**src/rtl/button_debouncer.sv**
```systemverilog
// -----------------------------------------------------------------------------
// button_debouncer
//
// Debounces a raw, asynchronous pushbutton. The raw input is brought into the
// clk domain through a two-flop synchronizer. A new synchronized level is
// accepted only after it has held for DEBOUNCE_CYCLES consecutive cycles. Any
// return to the current level before then restarts the count from zero.
// A clean edge on button_raw reaches button exactly 2 + DEBOUNCE_CYCLES rising
// edges after it is first sampled.
//
// Parameters:
//   DEBOUNCE_CYCLES - cycles a new synchronized level must hold (2..65535)
//
// Ports:
//   clk        in  - single clock, all flops on its rising edge
//   reset_n    in  - asynchronous active-low reset
//   button_raw in  - raw bouncing pushbutton, 1 = pressed
//   button     out - debounced level, synchronous to clk
//   pressed    out - one-cycle pulse in the first cycle button reads 1
//   released   out - one-cycle pulse in the first cycle button reads 0
//
// Configuration macro:
//   BUTTON_DEBOUNCER_RELEASE_PULSE_EN - when defined, released is generated;
//   when undefined, released is tied to 0 and no logic is built for it.
// -----------------------------------------------------------------------------
module button_debouncer #(
  parameter int unsigned DEBOUNCE_CYCLES = 16
) (
  input  logic clk,
  input  logic reset_n,
  input  logic button_raw,
  output logic button,
  output logic pressed,
  output logic released
);

  localparam int unsigned     CNT_W    = $clog2(DEBOUNCE_CYCLES);
  localparam logic [CNT_W-1:0] CNT_LAST = CNT_W'(DEBOUNCE_CYCLES - 1);

  // The state is never stored on its own; it is decoded from the counter and
  // the synchronizer/output comparison.
  typedef enum logic {
    ST_STABLE   = 1'b0,
    ST_COUNTING = 1'b1
  } state_t;

  logic             r_sync1;
  logic             r_sync2;
  logic             r_button;
  logic             r_pressed;
  logic [CNT_W-1:0] r_count;

  logic             w_differ;
  state_t           w_state;
  logic [CNT_W-1:0] w_count_nxt;
  logic             w_accept;

  // Two-flop synchronizer; only r_sync2 is used by the debounce logic.
  // NOTE: sequential state uses non-blocking assignments so every flop samples
  // the pre-edge value of the others, independent of statement order.
  always_ff @(posedge clk or negedge reset_n) begin
    if (!reset_n) begin
      r_sync1 <= 1'b0;
      r_sync2 <= 1'b0;
    end else begin
      r_sync1 <= button_raw;
      r_sync2 <= r_sync1;
    end
  end

  assign w_differ = (r_sync2 != r_button);
  assign w_state  = ((r_count != '0) || w_differ) ? ST_COUNTING : ST_STABLE;

  // Next count and acceptance. A match between r_sync2 and r_button always
  // clears the counter, so a bounce gets no partial credit. On the accepting
  // cycle the counter clears instead of wrapping.
  // NOTE: every output of this block is given a default first, so no path can
  // leave one unassigned and infer a latch.
  always_comb begin
    w_count_nxt = '0;
    w_accept    = 1'b0;
    case (w_state)
      ST_COUNTING: begin
        if (w_differ) begin
          if (r_count == CNT_LAST) begin
            w_accept = 1'b1;
          end else begin
            w_count_nxt = r_count + 1'b1;
          end
        end
      end
      default: begin
        w_count_nxt = '0;
      end
    endcase
  end

  // NOTE: the reset here is asynchronous and clears every flop of the block;
  // there are no memories, so nothing is left relying on power-up values.
  always_ff @(posedge clk or negedge reset_n) begin
    if (!reset_n) begin
      r_count   <= '0;
      r_button  <= 1'b0;
      r_pressed <= 1'b0;
    end else begin
      r_count   <= w_count_nxt;
      r_pressed <= w_accept & r_sync2;
      if (w_accept) begin
        r_button <= r_sync2;
      end
    end
  end

  assign button  = r_button;
  assign pressed = r_pressed;

`ifdef BUTTON_DEBOUNCER_RELEASE_PULSE_EN
  logic r_released;

  always_ff @(posedge clk or negedge reset_n) begin
    if (!reset_n) begin
      r_released <= 1'b0;
    end else begin
      r_released <= w_accept & ~r_sync2;
    end
  end

  assign released = r_released;
`else
  assign released = 1'b0;
`endif

endmodule

```
**config.mk**
```make
export PLATFORM = sky130hd
export DESIGN_NAME = button_debouncer
export DESIGN_NICKNAME = d
export VERILOG_FILES = /design/src/rtl/button_debouncer.sv
export SDC_FILE = /design/constraint.sdc
export NUM_CORES = 1
export LEC_CHECK = 0
export ABC_AREA = 1
export CAP_MARGIN = 5
export CORE_AREA = 2 2 39 41
export CTS_CLUSTER_SIZE = 12
export DETAILED_ROUTE_END_ITERATION = 16
export DIE_AREA = 0 0 41 43
export GPL_ROUTABILITY_DRIVEN = 0
export GPL_TIMING_DRIVEN = 0
export SLEW_MARGIN = 30
export SYNTH_ARGS = -nofsm -noshare
export SYNTH_HDL_FRONTEND = slang
export SYNTH_SLANG_ARGS = --single-unit
```
**constraint.sdc**
```tcl
create_clock -name clk -period 1.06 [get_ports clk]
set_input_delay 0.212 -clock clk [delete_from_list [all_inputs] [get_ports clk]]
set_output_delay 0.212 -clock clk [all_outputs]
set_load 0.01 [all_outputs]
```
==> results.yml <==
final_layout:
  utilization_pct: 34.27
  fin_nets: 52
  layout_commonest_cell: "dfrtp_1"
  fin_area_um2: 474.2
  post_layout_nonfiller_instances: 61
  final_cell_mix: "8 x dfrtp_1, 5 x nand2_1, 4 x inv_1, 4 x buf_4, 3 x clkbuf_4"
  syn_to_final_growth_pct: 32.98
  diodes: 0
  post_route_cells_drive_above_1_share_pct: 40.00
die:
  dieArea_mm2: 0.001763
  core-area_mm2: 0.001384
  die_h_um: 43
  initial_core_util_pct: 25.77
  ios: 6
  row_count: 14
  die_x_um: 41
timing:
  clock_skew_ns: 0.001552
  finalSetupViolCount: 0
  finalCritPeriodShare_pct: 93.42
  finalWorstSetupSlack_ns: 0.06978
  final_max_slew_viol_count: 0
  hold_viol: 0
  fmax_mhz: 1010
  fin_crit_ns: 0.9902
clock_network:
  cts_root_buf: "clkbuf_4"
  cts_made_buffers: 3
  tritoncts: "yes"
  clk_latency_ns: 0.25
  cts_htree_levels: 1
  postCtsHoldBufs: 0
  numClockSinks: 8
  clk_path_buf_depth: 2
  clkTransAtPathRegs_ns: 0.05
power:
  power_frac_comb_pct: 9.7
  ir_drop_v: 0.0005130
  p_int_uw: 479.9
  p_seq_share_pct: 53.1
  total_power_uw: 629.1
  leakagePower_uw: 0.0002303
  clock_power_share_pct: 37.2
  switching_share_pct: 23.72
  power_switching_uw: 149.2
  power.density_mw_per_mm2: 1327
routing:
  via_count: 237
  ant_nets: 0
  wl_per_cell_um: 8.754
  dr.pass1.iters: 4
  drc_errors: 0
  drt_iter0_drc: 2
  viasPerCell: 3.885
  drt-total-wl_um: 534
place:
  dp_cells: 55
  preCtsSetupSlack_ns: -0.1241
  hpwl_um: 340.9
  portBuffers: 4
  place_area_um2: 416.7
worst_setup_path:
  r2r-start: "r_count[0]"
  reg2reg_setup_slack_ns: 0.07
  r2r_end: "r_count[3]"
  crit_end: "r_count[3]"
  critPathLaunch: "r_count[0]"
  crit_path_end_kind: "flop"
  crit_path_start_kind: "flop"
  critPathKind: "reg2reg"
  crit_required_ns: 1.25
  reg2regPathDepth: 4
  cp_max_fo: 4
  cp.arrival_ns: 1.18
yosys:
  synth-seq-cells: 8
  syn_avg_cell_area_um2: 10.19
  synth_area_um2: 356.6
  syn_nets: 40
  ys_warn_count: 0
  synth_area_leaders: "dfrtp_1 56%, ha_1 7.0%, nand3_2 5.6%"
  ys_seq_area_share_pct: 56.14
  synth_cell_type_count: 16
  yosys.area.top_type: "dfrtp_1"
  yosysTopAreaCellShare_pct: 56.14
  syn_inst: 35
outcome:
  outcome: "complete, no violations"
global_route:
  grt_max_degree: 9
  grtUsageTotal_pct: 8.138
  grt_overflow: 0
  grt_pass1_wl_um: 855
  antenna_found_initial: 0
  grt_pass1_vias: 199
flow_run:
  drv_cap: 0
worst_hold_path:
  min_path_type: "in2async"
==> kinds of logic (layout without fill, tap and decap cells) <==
family / Yosys count / after routing / synth area share, %
simple gates: 15 / 15 / 23.51
flops: 8 / 8 / 56.14
buf+inv: 7 / 17 / 8.421
fa+ha+maj: 2 / 2 / 7.016
other cells: 1 / 1 / 1.052
compound gates: 1 / 1 / 1.402
xor+xnor: 1 / 1 / 2.457
==> critical path, cell delays in order (launching register included) <==
cell     delay [ns]
dfrtp_1        0.43
ha_4           0.20
nand3_4        0.10
nand3_2        0.09
nor2_2         0.11
==> cells in the mapped netlist <==
| library cell | count |
|---|---|
| conb_1 | 1 |
| inv_2 | 2 |
| xnor2_1 | 1 |
| nand4_1 | 1 |
| o21ai_1 | 1 |
| inv_1 | 4 |
| nand3_2 | 2 |
| nor3_2 | 1 |
| ha_1 | 2 |
| buf_4 | 1 |
| nand2_2 | 1 |
| nor2_2 | 1 |
| nand3_1 | 1 |
| nor2_1 | 3 |
| nand2_1 | 5 |
| dfrtp_1 | 8 |
==> final cells by class <==
cell class	instances	area, µm²
fill	132	909.6
sequential	8	200.2
multi-input combinational	20	148.9
timing repair buffer	7	52.55
clock buffer	3	22.52
inverter	6	22.52
tap	16	20.02
buffer	1	7.507
==> state kept, by name, summed over array words and instances, names as in the netlist <==
register  count
r_sync1       1
r_count       4
button        1
pressed       1
r_sync2       1
==> power groups by stage <==
| stage | logic (µW) | registers [µW] | clock network (µW) |
|---|---|---|---|
| after floorplan | 29.2 | 334 | 0 |
| after global placement | 44.8 | 337 | 0 |
| after detailed placement | 45.0 | 337 | 0 |
| after CTS | 45.5 | 331 | 247 |
| after global routing | 69.7 | 336 | 271 |
| final | 60.8 | 334 | 234 |
==> worst min path at each step <==
stage	depth (start not counted)	slack (ns)	to	startpoint
after CTS	1	0.24	r_count[1]	reset_n
final	1	0.23	r_sync2	reset_n
after floorplan	0	-0.08	button	reset_n
after global routing	1	0.24	r_count[2]	reset_n
after detailed placement	0	0.34	r_sync2	r_sync1
after global placement	0	0.34	r_sync2	r_sync1
==> metal layers <==
layer | track usage, % | vias to the layer above | routed length [µm]
met3 | 3.141 | 2 | 28
met1 | 11.07 | 105 | 265
met2 | 8.125 | 7 | 223
li1 | - | 123 | -
met5 | 0 | - | 0
met4 | 10.00 | 0 | 15
==> per-stage QoR <==
| stage | TNS (ns) | hold WS [ns] |
|---|---|---|
| 6_report | 0 | 0.2321 |
| 5_1_grt | -0.008738 | 0.2383 |
| 4_1_cts | 0 | 0.2416 |
| 3_5_place_dp | -0.1241 | 0.3436 |
| 3_3_place_gp | -0.1316 | 0.3369 |
| 2_1_floorplan | 0 | -0.08359 |
==> repair_timing <==
item	4_1_cts	5_1_grt
gates resized for setup	6	5
buffers inserted	1	2
pin swaps	0	1
hold endpoints to repair	0	0
endpoints found under the setup margin	2	4
No activity file was read; power rests on OpenSTA's default activity.
